### config.mk
export PLATFORM = sky130hd
export DESIGN_NAME = button_debounce
export DESIGN_NICKNAME = d
export VERILOG_FILES = /design/src/rtl/debounce_pkg.sv /design/src/rtl/button_debounce_sync2.sv /design/src/rtl/button_debounce.sv
export SDC_FILE = /design/constraint.sdc
export NUM_CORES = 1
export LEC_CHECK = 0
export BUFFER_PORTS_ARGS = -buffer_cell sky130_fd_sc_hd__buf_2
export CAP_MARGIN = 20
export CORE_MARGIN = 2
export CORE_UTILIZATION = 55
export CTS_CLUSTER_DIAMETER = 60
export DETAILED_ROUTE_END_ITERATION = 16
export PLACE_DENSITY = 0.73
export SETUP_SLACK_MARGIN = 0.1
export SYNTH_ARGS = -nofsm -noshare
export SYNTH_HDL_FRONTEND = slang
export SYNTH_SLANG_ARGS = --single-unit
### constraint.sdc
create_clock -name clk -period 2.4 [get_ports clk]
set_clock_uncertainty 0.2 [all_clocks]
set_input_delay 0.24 -clock clk [delete_from_list [all_inputs] [get_ports clk]]
set_output_delay 0.24 -clock clk [all_outputs]
set_load 0.05 [all_outputs]
### src/rtl/debounce_pkg.sv
// Shared types and defaults for the pushbutton debouncer.
// The optional press counter is enabled by BUTTON_DEBOUNCE_PRESS_COUNT_EN
// (see button_debounce.sv).
package debounce_pkg;

   // Roughly 2 ms at 120 MHz: long enough to ride out mechanical bounce.
   localparam int unsigned DEFAULT_DEBOUNCE_CYCLES = 240000;

   typedef enum logic {
      STABLE   = 1'b0,
      COUNTING = 1'b1
   } state_t;

endpackage

### src/rtl/button_debounce_sync2.sv
// Two-flop synchronizer for a single asynchronous bit. The reset value is a
// parameter so the flops can idle at the input's inactive level.
module sync2 #(
   parameter logic RESET_VAL = 1'b0
) (
   input  logic clk,
   input  logic rst,
   input  logic i_d,
   output logic o_q
);

   logic r_meta;
   logic r_sync;

   // Two-stage capture of the async input; reset loads the idle level into both stages.
   always_ff @(posedge clk) begin
      if (!rst) begin
         r_meta <= RESET_VAL;
         r_sync <= RESET_VAL;
      end else begin
         r_meta <= i_d;
         r_sync <= r_meta;
      end
   end

   assign o_q = r_sync;

endmodule

### src/rtl/button_debounce.sv
// Pushbutton debouncer: synchronizes a bouncy pin, accepts a level change only
// after DEBOUNCE_CYCLES consecutive samples at the new level, and emits
// one-cycle press/release pulses.
// Optional feature: define BUTTON_DEBOUNCE_PRESS_COUNT_EN to add an 8-bit
// wrapping press_count output.
module button_debounce
   import debounce_pkg::*;
#(
   parameter int unsigned DEBOUNCE_CYCLES = DEFAULT_DEBOUNCE_CYCLES,
   parameter bit          ACTIVE_LOW      = 1'b1
) (
   input  logic       clk,
   input  logic       rst,
   input  logic       btn_raw,
   output logic       btn_level,
   output logic       btn_press,
   output logic       btn_release
`ifdef BUTTON_DEBOUNCE_PRESS_COUNT_EN
   ,
   output logic [7:0] press_count
`endif
);

   localparam int unsigned CW = $clog2(DEBOUNCE_CYCLES);
   localparam logic [CW-1:0] LAST = CW'(DEBOUNCE_CYCLES - 1);

   logic          w_sync;
   logic          w_s;

   state_t        r_state;
   state_t        w_state_nxt;
   logic [CW-1:0] r_cnt;
   logic [CW-1:0] w_cnt_nxt;
   logic          r_level;
   logic          w_level_nxt;
   logic          r_press;
   logic          w_press_nxt;
   logic          r_release;
   logic          w_release_nxt;

   // Synchronizer idles at the inactive raw level so reset release looks "not pressed".
   sync2 #(
      .RESET_VAL (ACTIVE_LOW)
   ) u_sync (
      .clk (clk),
      .rst (rst),
      .i_d (btn_raw),
      .o_q (w_sync)
   );

   // Normalize so that 1 always means pressed.
   assign w_s = w_sync ^ ACTIVE_LOW;

   // State, counter, debounced level and pulse registers.
   always_ff @(posedge clk) begin
      if (!rst) begin
         r_state   <= STABLE;
         r_cnt     <= '0;
         r_level   <= 1'b0;
         r_press   <= 1'b0;
         r_release <= 1'b0;
      end else begin
         r_state   <= w_state_nxt;
         r_cnt     <= w_cnt_nxt;
         r_level   <= w_level_nxt;
         r_press   <= w_press_nxt;
         r_release <= w_release_nxt;
      end
   end

   // Next-state logic: count consecutive differing samples, any agreeing sample cancels.
   always_comb begin
      w_state_nxt   = r_state;
      w_cnt_nxt     = r_cnt;
      w_level_nxt   = r_level;
      w_press_nxt   = 1'b0;
      w_release_nxt = 1'b0;
      case (r_state)
         STABLE: begin
            w_cnt_nxt = '0;
            if (w_s != r_level) begin
               w_state_nxt = COUNTING;
               w_cnt_nxt   = CW'(1);
            end
         end
         COUNTING: begin
            if (w_s == r_level) begin
               w_state_nxt = STABLE;
               w_cnt_nxt   = '0;
            end else if (r_cnt == LAST) begin
               w_level_nxt   = w_s;
               w_press_nxt   = w_s;
               w_release_nxt = ~w_s;
               w_state_nxt   = STABLE;
               w_cnt_nxt     = '0;
            end else begin
               w_cnt_nxt = r_cnt + CW'(1);
            end
         end
         default: begin
            w_state_nxt = STABLE;
            w_cnt_nxt   = '0;
         end
      endcase
   end

   assign btn_level   = r_level;
   assign btn_press   = r_press;
   assign btn_release = r_release;

`ifdef BUTTON_DEBOUNCE_PRESS_COUNT_EN
   logic [7:0] r_press_count;

   // Counts cycles on which the press pulse is high; wraps 255 -> 0.
   always_ff @(posedge clk) begin
      if (!rst) begin
         r_press_count <= '0;
      end else if (r_press) begin
         r_press_count <= r_press_count + 8'd1;
      end
   end

   assign press_count = r_press_count;
`endif

endmodule

=== After elaboration in Yosys (flattened, before gate mapping) ===
Index checks and enable logic that the tools add are counted.

* Order comparisons: 0
* Equality and inequality tests: 3
* Multiply operators: 0
* Reduce and logical (&&, ||, !) cells: 2
* Div/mod/pow operators: 0
* Mux-type cells: 8
* Shift-type cells: 0
* Bitwise logic cells: 5
* Add/sub/neg operators: 1

{| class="wikitable"
|+ Operators with widths
! operator !! count
|-
| $mux W18 || 2
|-
| $pmux W18 S2 || 1
|-
| $add A18 B1 Y18 const B || 1
|-
| $eq A18 B18 Y1 const B || 1
|-
| $not A1 Y1 || 5
|-
| $mux W1 || 4
|-
| $reduce_or A4 Y1 || 1
|-
| $reduce_and A3 Y1 || 1
|-
| $pmux W1 S2 || 1
|-
| $eq A1 B1 Y1 || 1
|-
| $ne A1 B1 Y1 || 1
|}

* Memories: 0
* Latch bits: 0
* Register bits: 24
* ROM bits: 0
* Output and inout port bits: 3
* Word-level logic and storage cells: 26
* Bits in writable memories: 0

=== Depth between registers and ports, before layout ===
Gate-level depths: netlist of the first run.

* Depth in word-level cells: 4
* Gate-level depth with buffers: 7

=== Hierarchy ===
A second synthesis of the first run with hierarchy kept.

* Cells, all modules: 109
* Area, all modules: 1031.0 sq um

{| class="wikitable"
|+ By module, submodules not included
! module !! sequential area each (sq um) !! area an instance (sq um) !! cells each !! instances
|-
| button_debounce || 440.4 || 978.4 || 105 || 1
|-
| sync2 || 40.0 || 52.6 || 4 || 1
|}

=== Worst setup path after synthesis of the first run ===
No wires, ideal clock.

* Path type: reg2reg
* Start point: register r_cnt[10]
* End point: register r_cnt[12]
* Period minus slack after synthesis: 1767 ps
* Data arrival time: 1452 ps
* Slack: 633 ps
* Required time: 2085 ps
* Stages on the path, launching flop included: 7
* Cell sequence: dfxtp_1 -> or3_1 -> nor4_2 -> a21o_1 -> buf_4 -> buf_6 -> nor2_1

* Longest elaborated chain between the ends: 4
* Elaborated cells on any way between the ends: 5
* Classes of those cells: add/sub: 1; eq/ne: 1; mux: 3

{| class="wikitable"
|+ RTL lines
! item !! line !! text
|-
| from (decl) || button_debounce.sv:32 || <nowiki>logic [CW-1:0] r_cnt;</nowiki>
|-
| from (signal assigned) || button_debounce.sv:64 || <nowiki>r_cnt <= w_cnt_nxt;</nowiki>
|-
| $add A18 B1 Y18 or $eq A18 B18 Y1 (tied branches) || button_debounce.sv:97, button_debounce.sv:90 ||
|-
| $mux W18 * || button_debounce.sv:90 || <nowiki>end else if (r_cnt == LAST) begin</nowiki>
|-
| $mux W18 * || button_debounce.sv:87 || <nowiki>if (w_s == r_level) begin</nowiki>
|-
| $pmux W18 S2 * || button_debounce.sv:78 || <nowiki>case (r_state)</nowiki>
|}

Mark *: on every way between the ends. The rest lies on a longest branch, timed or not.
A chain may end at the register's enable or synchronous reset.

=== Final worst setup path of the first run ===
* Start point: register r_cnt[0]
* End point: register r_cnt[7]

Same word-level chain as after synthesis.

==> flow_summary_export.csv, run 1 <==
group,metric,value,unit
final_layout,syn2layout_area_growth,10.2,%
routing,drt_iter0_drc,16,
clock_tree,cts_buf_count,3,
synth,ys_async_sr_fraction,0,%
routing,vias_per_cell,5.56,
synth,postSynth.topFlopCell,"sky130_fd_sc_hd__dfxtp_1",
synth,synthDominantAreaCellType,"sky130_fd_sc_hd__dfxtp_1",
sta,max_slew.worst_pin.slew,0.415,ns
power_and_ir_drop,power.switching,120,µW
place,dp_cells,137,
clock_tree,tritoncts_num_sinks,24,
synth,netlist-cell-type-count,27,
power_and_ir_drop,p_comb_share,1.8,%
job,maxCapViolCount,0,
global_routing,largest_net_degree_at_the_start_of_global_routing,18,
sta,maxClockFrequency,512,MHz
sta,setup_viol,0,
floorplanning,placement_rows,15,
floorplanning,io-pin-count,6,
synth,yosys_warnings,0,
synth,synth_edf_count,0,
synth,synth_area,1030,µm²
final_layout,final_cell_count_no_fill,144,
routing,totalWireLength,1750,µm
routing,detailroute.via_count,800,
sta,unrepaired_setup_endpoints_after_global_routing,"no",
sta,period_minus_slack,1.95,ns
place,detailed_place_hpwl,1220,µm
final_layout,fin_util,65.1,%
worst_setup_path,crit_path_start_kind,"flop",
floorplanning,die_x,47.3,µm
final_layout,layout-drive-gt1-share,13.4,%
worst_setup_path,critical_path.max_stage_delay,0.41,ns
final_layout,antenna_cells_inserted,0,
worst_setup_path,timing.setup.critical_path_class,"reg2reg",
clock_tree,clock_tree_from_tritoncts,"done",
sta,timing_max_transition_violations_final,0,
synth,synth.top_cells.by_area,"sky130_fd_sc_hd__dfxtp_1 (47%), sky130_fd_sc_hd__xnor2_1 (9.3%), sky130_fd_sc_hd__nor2_1 (6.6%)",
synth,syn-instance-count,109,
power_and_ir_drop,seq_power_share,64.9,%
clock_tree,cts-root-buf,"sky130_fd_sc_hd__clkbuf_4",
floorplanning,height_of_the_chip,47.3,µm
clock_tree,worstSkewPairLatency,0.31,ns
floorplanning,core_area,1750,µm²
synth,synth_top_area_share,46.6,%
global_routing,grt_pass1_vias,680,
routing,drc_errors,0,
floorplanning,die_area,2240,µm²
power_and_ir_drop,switching_share,19.4,%
synth,avgSynthCellArea,9.46,µm²
worst_setup_path,end_kind,"flop",
global_routing,overall_track_demand_over_capacity_in_global_routing,18.9,%
worst_setup_path,cp.arrival,1.96,ns
worst_setup_path,critical_path_required,2.40,ns
sta,setup-tns-final,0,ns
synth,register_bit_count_reported_by_yosys,24,
clock_tree,cts.htree.levels,1,
power_and_ir_drop,share_clk_of_total_power,33.2,%
routing,drt_first_pass_iters,4,
place,gpl.final_weighted_congestion,0.837,
routing,ant_nets,0,
worst_setup_path,slowest_stage,"sky130_fd_sc_hd__dfxtp_1",
worst_setup_path,largest_fanout_on_the_critical_path,17,
synth,seq_area_frac_synth,46.6,%
global_routing,grt_remaining_overflow,0,
sta,maxSlewHeadroom,72.1,%
synth,post-synth-top-count-cell,"sky130_fd_sc_hd__dfxtp_1",
clock_tree,max-clock-path-buffers,2,
place,buffer_ports.inserted,5,
routing,drt_wl_cell,12.1,µm
power_and_ir_drop,totalPowerFinal,621,µW
global_routing,grt_pass1_wl,2950,µm
hold_path,holdCritPathClass,"reg2reg",
synth,synth.top_cells.by_count,"sky130_fd_sc_hd__dfxtp_1 (24), sky130_fd_sc_hd__nor2_1 (18), sky130_fd_sc_hd__xnor2_1 (11)",
power_and_ir_drop,internal_power_of_the_cells,500,µW
worst_setup_path,worstPathCellList,"ha_1, nand3_1, nor4_2, a21o_2, nor2_1",
clock_tree,path_clk_slew,0.12,ns
sta,hold_viol,0,
status,outcome,"finished clean",
power_and_ir_drop,irDropWorstVdd,0.403,mV
synth,synth.net_count,113,
final_layout,final_nets,124,
floorplanning,start_util,59.1,%
sta,final_worst_path_cycle_share,81.4,%
global_routing,number_of_antenna_violations_at_the_first_check_in_global_routing,0,
power_and_ir_drop,power.leakage,0.337,nW
power_and_ir_drop,power.density_cell_area,546,nW/µm²
-- layer usage --
layer  routed length [µm]  track usage [%]  vias to the layer above
met2                  814             28.1                       23
met1                  835             25.8                      369
met5                    0                0                        -
met4                   38             10.0                        0
li1                     -                -                      404
met3                   57             3.46                        4
-- logic make-up (layout without fill, tap and decap cells) --
kind of cell | after synthesis | in the layout | share of synthesized area, %
DFF | 24 | 24 | 46.6
and+or+nand+nor | 54 | 54 | 30.1
adders and majority gates | 1 | 1 | 1.21
xor gates and xnor gates | 15 | 15 | 12.7
AOI/OAI and AO/OA | 8 | 8 | 5.71
buffers and inverters | 7 | 17 | 3.64
-- registers in the layout, summed over array words and instances (netlist names) --
register,flops
btn_level,1
r_cnt,18
r_state,1
u_sync.r_meta,1
btn_release,1
btn_press,1
u_sync.o_q,1
-- power by group through the flow --
stage | logic, mW | registers (mW) | clock network, mW
6_report | 0.0114 | 0.403 | 0.206
2_1_floorplan | 0.00474 | 0.411 | 0
5_1_grt | 0.0127 | 0.404 | 0.231
3_3_place_gp | 0.00745 | 0.412 | 0
3_5_place_dp | 0.00766 | 0.412 | 0
4_1_cts | 0.0113 | 0.403 | 0.215
-- area by class of cell --
cell class,instances,area [µm²]
clock buffer,4,36.3
fill,141,609
inverter,5,18.8
tap,25,31.3
multi-input combinational,78,514
timing repair buffer,8,55.1
sequential,24,480
-- through the flow --
step                      hold WS [ns]  setup slack (ns)  cell area [µm²]
after floorplan                  0.113             0.633             1030
after global routing             0.272             0.266             1140
after global placement           0.196             0.369             1070
after CTS                        0.238             0.299             1130
after detailed placement         0.207             0.323             1070
final                            0.243             0.447             1140
-- critical path: cells and delay by family, from the launching register on --
| kind | cells | cell delay (ns) |
|---|---|---|
| fa+ha+maj | 1 | 0.23 |
| simple gates | 3 | 0.62 |
| compound gates | 1 | 0.38 |
| flops | 1 | 0.41 |
-- final timing paths --
kind                                  from                    end  slack, ns  cells after the start
setup / recovery       r_cnt[0]$_SDFF_PN0_    r_cnt[7]$_SDFF_PP0_       0.45                      5
hold / removal    u_sync.r_meta$_SDFF_PN1_  u_sync.o_q$_SDFF_PN1_       0.24                      1
setup reg to reg       r_cnt[0]$_SDFF_PN0_    r_cnt[7]$_SDFF_PP0_       0.45                      5
hold reg to reg   u_sync.r_meta$_SDFF_PN1_  u_sync.o_q$_SDFF_PN1_       0.24                      1
-- layout by cell type (no fill, tap or decap), types with 3 or more instances in the layout --
cell,Yosys,routed
sky130_fd_sc_hd__buf_2,0,5
sky130_fd_sc_hd__clkbuf_4,0,3
sky130_fd_sc_hd__dfxtp_1,24,24
sky130_fd_sc_hd__dlygate4sd3_1,0,3
sky130_fd_sc_hd__inv_1,5,5
sky130_fd_sc_hd__nand2_1,4,4
sky130_fd_sc_hd__nand3_1,7,7
sky130_fd_sc_hd__nand4_1,7,7
sky130_fd_sc_hd__nor2_1,18,18
sky130_fd_sc_hd__nor3_1,3,3
sky130_fd_sc_hd__nor4_1,4,4
sky130_fd_sc_hd__xnor2_1,11,11
sky130_fd_sc_hd__xor2_1,4,4
-- repair_timing --
item | CTS | global route
hold buffers | 3 | 0
resized for setup | 0 | 1
buffers inserted | 0 | 0
endpoints found under the hold margin | 2 | 0
endpoints found under the setup margin | 0 | 4
(Power assumes the default switching activity.)
==> run 2, diff against run 1 <==
Settings changed: CORE_UTILIZATION 55 to 51, PLACE_DENSITY 0.73 to 0.71.
Clock period 2.4 ns to 1.6 ns, I/O delays scaled along.
==> run 2 against run 1 <==
  * The run now ends with negative setup slack left
  * Wire length rose by 46%
  * Worst setup slack got worse by 0.59 ns
  * Non-clock buffer count rose by 30
  * Register-to-register slack got worse by 0.59 ns
  * Critical path depth rose by 2
  * Largest power group unchanged
  * Highest routed layer unchanged
==> flow_summary_export.csv, run 2 (synthesized netlist as in run 1, its figures left out) <==
group,metric,value,unit
worst_setup_path,cp.arrival,1.81,ns
job,maxCapViolCount,0,
clock_tree,cts_buf_count,3,
global_routing,grt_pass1_vias,1046,
worst_setup_path,critPathMostFrequentCell,"sky130_fd_sc_hd__buf_4",
worst_setup_path,largest_fanout_on_the_critical_path,4,
sta,maxClockFrequency,574,MHz
worst_setup_path,critical_path_required,1.66,ns
sta,period_minus_slack,1.74,ns
routing,drc_errors,0,
clock_tree,tritoncts_num_sinks,24,
place,buffer_ports.inserted,5,
floorplanning,core_area,1940,µm²
clock_tree,clock_tree_from_tritoncts,"done",
final_layout,layout-drive-gt1-share,38.3,%
power_and_ir_drop,power.density_cell_area,711,nW/µm²
global_routing,largest_net_degree_at_the_start_of_global_routing,15,
final_layout,final_cell_count_no_fill,176,
floorplanning,placement_rows,16,
routing,drt_iter0_drc,18,
worst_setup_path,critical_path.max_stage_delay,0.38,ns
routing,vias_per_cell,5.50,
global_routing,grt_pass1_wl,4530,µm
worst_setup_path,end_kind,"flop",
final_layout,syn2layout_area_growth,46.1,%
final_layout,layout.cells.most_common_list,"sky130_fd_sc_hd__buf_4 (28), sky130_fd_sc_hd__dfxtp_1 (20), sky130_fd_sc_hd__nor2_1 (18), sky130_fd_sc_hd__xnor2_1 (11), sky130_fd_sc_hd__nand4_1 (7)",
place,detailed_place_hpwl,1590,µm
power_and_ir_drop,power.leakage,0.542,nW
status,outcome,"complete, but fails checks",
clock_tree,worstSkewPairLatency,0.32,ns
global_routing,overall_track_demand_over_capacity_in_global_routing,24.8,%
routing,detailroute.via_count,968,
sta,timing_max_transition_violations_final,0,
routing,ant_nets,0,
clock_tree,max-clock-path-buffers,2,
worst_setup_path,crit_path_start_kind,"flop",
sta,final_worst_path_cycle_share,109,%
clock_tree,cts.htree.levels,1,
floorplanning,height_of_the_chip,49.0,µm
status,failed_checks,"negative setup slack",
clock_tree,path_clk_slew,0.14,ns
final_layout,final_nets,154,
final_layout,largest_register_by_flop_count,"r_cnt",
sta,setup-tns-final,-2.35,ns
worst_setup_path,slowest_stage,"sky130_fd_sc_hd__dfxtp_2",
floorplanning,die_x,49.0,µm
routing,drt_first_pass_iters,4,
place,dp_cells,164,
routing,totalWireLength,2550,µm
global_routing,grt_remaining_overflow,0,
floorplanning,io-pin-count,6,
sta,maxSlewHeadroom,79.0,%
sta,hold_viol,0,
clock_tree,cts-root-buf,"sky130_fd_sc_hd__clkbuf_4",
floorplanning,die_area,2400,µm²
final_layout,flip_flop_count_of_the_largest_register_all_copies_and_words_added,18,
floorplanning,start_util,53.1,%
hold_path,holdCritPathClass,"reg2reg",
place,gpl.final_weighted_congestion,0.864,
worst_setup_path,worstPathCellList,"ha_4, nand3_4, buf_4, buf_4, nor2_1, nand4_1, a21oi_1",
global_routing,number_of_antenna_violations_at_the_first_check_in_global_routing,0,
sta,max_slew.worst_pin.slew,0.313,ns
sta,fin_ws,-0.141,ns
final_layout,mostFrequentLayoutCell,"sky130_fd_sc_hd__buf_4",
routing,drt_wl_cell,14.5,µm
sta,unrepaired_setup_endpoints_after_global_routing,"yes",
worst_setup_path,timing.setup.critical_path_class,"reg2reg",
power_and_ir_drop,irDropWorstVdd,0.612,mV
final_layout,antenna_cells_inserted,0,
sta,setup_viol,20,
==> run 2: routing by layer <==
layer	routed length [µm]	global-route usage (%)	up-vias	part of all wire (%)
met5	0	0	-	0
met4	47	9.05	0	1.8
met3	137	10.1	6	5.4
met2	1350	43.8	31	53
met1	1010	26.4	465	40
li1	-	-	466	-
==> run 2: cell type report <==
class / instances / area, µm²
Clock buffer: 3 / 22.5
Clock inverter: 1 / 30.0
Fill cell: 132 / 435
Inverter: 5 / 18.8
Multi-Input combinational cell: 78 / 603
Sequential cell: 24 / 485
Tap cell: 27 / 33.8
Timing Repair Buffer: 38 / 313
==> run 2: per-stage QoR <==
stage	setup slack [ns]	utilization, %	power, mW	cell area, µm²	hold slack [ns]
2_1_floorplan	-0.111	-	0.624	1040	0.0330
3_3_place_gp	-0.112	65.8	0.631	1280	0.145
3_5_place_dp	-0.178	65.8	0.632	1280	0.155
4_1_cts	-0.0926	77.3	1.06	1500	0.244
5_1_grt	-0.238	77.6	1.10	1510	0.299
6_report	-0.141	77.6	1.07	1510	0.241
==> run 2: worst paths after layout <==
check | start | slack [ns] | endpoint | cells past startpoint
max | r_cnt[1]$_SDFF_PP0_ | -0.14 | r_cnt[14]$_SDFF_PP0_ | 7
min | u_sync.r_meta$_SDFF_PN1_ | 0.24 | u_sync.o_q$_SDFF_PN1_ | 1
max reg2reg | r_cnt[1]$_SDFF_PP0_ | -0.14 | r_cnt[14]$_SDFF_PP0_ | 7
min reg2reg | u_sync.r_meta$_SDFF_PN1_ | 0.24 | u_sync.o_q$_SDFF_PN1_ | 1
==> run 2: timing repair <==
action | 4_1_cts | 5_1_grt
endpoints found under the setup margin | 22 | 22
hold buffers | 3 | 0
endpoints found under the hold margin | 6 | 0
pin swaps | 7 | 0
gates resized for setup | 16 | 1
gates cloned | 1 | 0
buffers inserted | 4 | 0
==> run 2: where the power goes <==
group | switching [mW] | internal (mW) | leakage (nW) | total [mW]
registers | 0.00368 | 0.601 | 0.196 | 0.605
logic | 0.00915 | 0.0135 | 0.319 | 0.0227
clock network | 0.190 | 0.253 | 0.0279 | 0.444
==> run 2: critical path, delay by kind of cell (launching register included) <==
| kind | cells | cell delay, ns |
|---|---|---|
| and+or+nand+nor | 3 | 0.48 |
| DFF | 1 | 0.38 |
| adders and majority gates | 1 | 0.16 |
| AOI/OAI and AO/OA | 1 | 0.17 |
| buffers and inverters | 2 | 0.30 |
==> run 3, diff against run 2 <==
Settings changed: ABC_AREA set to 1, CORE_UTILIZATION 51 to 53, PLACE_DENSITY 0.71 to 0.73.
==> run 3 against run 2 <==
  * The flow now finishes without violations
  * Area after synthesis rose by 17%
  * Largest cell class unchanged
  * Clock power barely moved
  * First-iteration DRC count rose by 5.6%
  * Worst hold slack improved by 0.0039 ns
  * Critical path type unchanged
  * Critical path depth did not move
  * Worst setup slack improved by 0.26 ns
==> flow_summary_export.csv, run 3 <==
group,metric,value,unit
status,outcome,"finished clean",
worst_setup_path,critical_path.max_stage_delay,0.39,ns
floorplanning,io-pin-count,6,
sta,hold_viol,0,
worst_setup_path,cp.arrival,1.56,ns
worst_setup_path,crit_cells,7,
clock_tree,cts.htree.levels,1,
routing,drt_wl_cell,12.7,µm
clock_tree,path_clk_slew,0.13,ns
global_routing,largest_net_degree_at_the_start_of_global_routing,18,
place,gpl.final_weighted_congestion,0.856,
routing,drt_iter0_drc,19,
sta,period_minus_slack,1.48,ns
global_routing,grt_remaining_overflow,0,
floorplanning,start_util,55.5,%
routing,drt_first_pass_iters,5,
synth,synth.top_cells.by_area,"sky130_fd_sc_hd__dfxtp_1 (40%), sky130_fd_sc_hd__nand2_1 (10%), sky130_fd_sc_hd__nor2_1 (8.1%)",
global_routing,number_of_antenna_violations_at_the_first_check_in_global_routing,0,
worst_setup_path,worst_r2r_startpoint,"r_cnt[1]$_SDFF_PP0_",
hold_path,worst_hold_path.endpoint,"u_sync.o_q$_SDFF_PN1_",
floorplanning,core_area,2170,µm²
synth,synth.net_count,162,
final_layout,antenna_cells_inserted,0,
clock_tree,cts_buf_count,3,
sta,unrepaired_setup_endpoints_after_global_routing,"yes",
synth,netlist-cell-type-count,22,
routing,detailroute.via_count,1057,
worst_setup_path,slowest_stage,"sky130_fd_sc_hd__dfxtp_4",
worst_setup_path,worst-path-buf-inv,1,
sta,timing_max_transition_violations_final,0,
sta,whs,0.245,ns
worst_setup_path,depth_of_the_worst_register_to_register_path,7,
power_and_ir_drop,totalPowerFinal,1.06,mW
synth,synthDominantAreaCellType,"sky130_fd_sc_hd__dfxtp_1",
place,buffer_ports.inserted,5,
clock_tree,cts-root-buf,"sky130_fd_sc_hd__clkbuf_4",
worst_setup_path,crit_path_start_kind,"flop",
synth,synth_top_area_share,39.9,%
final_layout,flip_flop_count_of_the_largest_register_all_copies_and_words_added,18,
worst_setup_path,largest_fanout_on_the_critical_path,3,
synth,syn-instance-count,158,
power_and_ir_drop,power.density_cell_area,702,nW/µm²
global_routing,grt_pass1_wl,3930,µm
worst_setup_path,worst_path_dominant_cell_family,"simple AND/OR/NAND/NOR gates",
sta,maxSlewHeadroom,72.3,%
job,maxCapViolCount,0,
synth,ys_async_sr_fraction,0,%
clock_tree,clock_tree_from_tritoncts,"done",
final_layout,layout.cells.most_common_list,"sky130_fd_sc_hd__nand2_1 (31), sky130_fd_sc_hd__nor2_1 (22), sky130_fd_sc_hd__inv_1 (20), sky130_fd_sc_hd__nor2_2 (15), sky130_fd_sc_hd__dfxtp_1 (12)",
clock_tree,tritoncts_num_sinks,24,
synth,synth_area,1200,µm²
clock_tree,worstSkewPairLatency,0.33,ns
power_and_ir_drop,irDropWorstVdd,0.735,mV
synth,post-synth-top-count-cell,"sky130_fd_sc_hd__nand2_1",
routing,totalWireLength,2620,µm
synth,avgSynthCellArea,7.62,µm²
final_layout,largest_register_by_flop_count,"r_cnt",
final_layout,final_area,1520,µm²
clock_tree,max-clock-path-buffers,2,
hold_path,holdCritPathClass,"reg2reg",
floorplanning,height_of_the_chip,51.7,µm
worst_setup_path,critical_path_required,1.67,ns
sta,setup_viol,0,
routing,vias_per_cell,5.11,
synth,synth_edf_count,0,
sta,maxClockFrequency,674,MHz
worst_setup_path,end_kind,"flop",
hold_path,hold_depth,2,
worst_setup_path,r2r_setup_slack,0.12,ns
place,place_area,1250,µm²
routing,drc_errors,0,
sta,max_slew.worst_pin.slew,0.415,ns
final_layout,final_nets,184,
place,detailed_place_hpwl,1580,µm
floorplanning,placement_rows,17,
global_routing,grt_pass1_vias,913,
floorplanning,die_x,51.7,µm
synth,seq_area_frac_synth,39.9,%
floorplanning,die_area,2670,µm²
routing,ant_nets,0,
hold_path,worst_hold_startpoint,"u_sync.r_meta$_SDFF_PN1_",
final_layout,mostFrequentLayoutCell,"sky130_fd_sc_hd__nand2_1",
synth,yosys_warnings,0,
worst_setup_path,timing.setup.critical_path_class,"reg2reg",
power_and_ir_drop,power.leakage,0.521,nW
worst_setup_path,rr_endpoint,"r_cnt[10]$_SDFF_PP0_",
synth,postSynth.topFlopCell,"sky130_fd_sc_hd__dfxtp_1",
final_layout,number_of_inserted_filler_cells_in_the_final_layout,187,
final_layout,syn2layout_area_growth,25.9,%
synth,register_bit_count_reported_by_yosys,24,
final_layout,layout-drive-gt1-share,35.8,%
synth,synth.top_cells.by_count,"sky130_fd_sc_hd__nand2_1 (33), sky130_fd_sc_hd__nor2_1 (26), sky130_fd_sc_hd__dfxtp_1 (24)",
worst_setup_path,worstPathCellList,"ha_4, nand3_4, nor2_4, nand2_2, xor2_1, inv_1, nor2_2",
sta,final_worst_path_cycle_share,92.7,%
global_routing,overall_track_demand_over_capacity_in_global_routing,19.5,%
-- run 3: cell types whose count changed in the layout (fill, tap and decap cells not counted), sizes merged, moves of 3 or more --
cell,delta
nand3,+5
xnor2,-5
nand2,+31
nand4,-3
inv,+17
xor2,+4
nor2,+23
nor4,-6
buf,-22
-- run 3: what timing repair did --
| action | in CTS | in global routing |
|---|---|---|
| cloned | 0 | 2 |
| setup buffers | 1 | 6 |
| endpoints found under the hold margin | 5 | 0 |
| pin swaps | 2 | 10 |
| resized for setup | 8 | 23 |
| setup endpoints to repair | 21 | 21 |
| hold buffers | 3 | 0 |
-- run 3: worst min-delay path, delay by kind of cell, from the launching register on --
kind,cells,cell delay [ns]
AND/OR/NAND/NOR,1,0.04
flip-flops,1,0.34
buffers and inverters,1,0.04
-- run 3: cells by family (layout without fill, tap and decap cells) --
| family | after synthesis | count (layout) | share of synthesized area [%] |
|---|---|---|---|
| buffers and inverters | 23 | 42 | 8.52 |
| adders and majority gates | 1 | 1 | 1.04 |
| DFF | 24 | 24 | 39.9 |
| AOI/OAI and AO/OA | 3 | 3 | 1.45 |
| xor gates and xnor gates | 14 | 14 | 10.2 |
| and+or+nand+nor | 93 | 95 | 38.9 |
-- run 3: power by group --
part / internal (mW) / leakage [nW] / switching [mW]
clock: 0.254 / 0.0279 / 0.187
combinational: 0.0106 / 0.293 / 0.00935
sequential: 0.599 / 0.200 / 0.00392
total: 0.864 / 0.521 / 0.201
-- run 3: worst max path at each step --
| stage | from | to | slack [ns] |
|---|---|---|---|
| 6_report | r_cnt[1]$_SDFF_PP0_ | r_cnt[10]$_SDFF_PP0_ | 0.12 |
| 5_1_grt | r_cnt[1]$_SDFF_PP0_ | r_cnt[17]$_SDFF_PP0_ | 0.06 |
| 4_1_cts | r_cnt[6]$_SDFF_PP0_ | r_cnt[15]$_SDFF_PP0_ | 0.1 |
| 3_5_place_dp | r_cnt[1]$_SDFF_PP0_ | r_cnt[12]$_SDFF_PP0_ | -0.02 |
| 3_3_place_gp | r_cnt[1]$_SDFF_PP0_ | btn_level$_SDFFE_PN0P_ | 0.08 |
| 2_1_floorplan | r_cnt[0]$_SDFF_PN0_ | r_cnt[12]$_SDFF_PP0_ | 0.13 |
-- run 3: layout make-up --
cell class	count	area [µm²]	area share [%]
multi-input cells	113	729	48.1
flip-flops and latches	24	498	32.9
repair buffers	16	115	7.60
inverters	22	85.1	5.62
well taps	28	35.0	2.31
clock inverters	1	30.0	1.98
clock buffers	3	22.5	1.49
-- run 3: stage by stage --
| step | instances | worst slack, ns | TNS, ns | utilization [%] |
|---|---|---|---|---|
| after floorplan | 158 | 0.131 | 0 | - |
| after global placement | 191 | 0.0844 | 0 | 57.7 |
| after detailed placement | 191 | -0.0246 | -0.0246 | 57.7 |
| after CTS | 199 | 0.0965 | 0 | 63.5 |
| after global routing | 207 | 0.0604 | 0 | 69.8 |
| final | 207 | 0.117 | 0 | 69.8 |
-- run 3: layer usage --
layer / vias to the layer above / wire length (µm) / GRT usage, %
met5: - / 0 / 0
met4: 0 / 24 / 5.26
met3: 4 / 98 / 5.17
met2: 22 / 1320 / 33.1
met1: 500 / 1180 / 24.3
li1: 531 / - / -
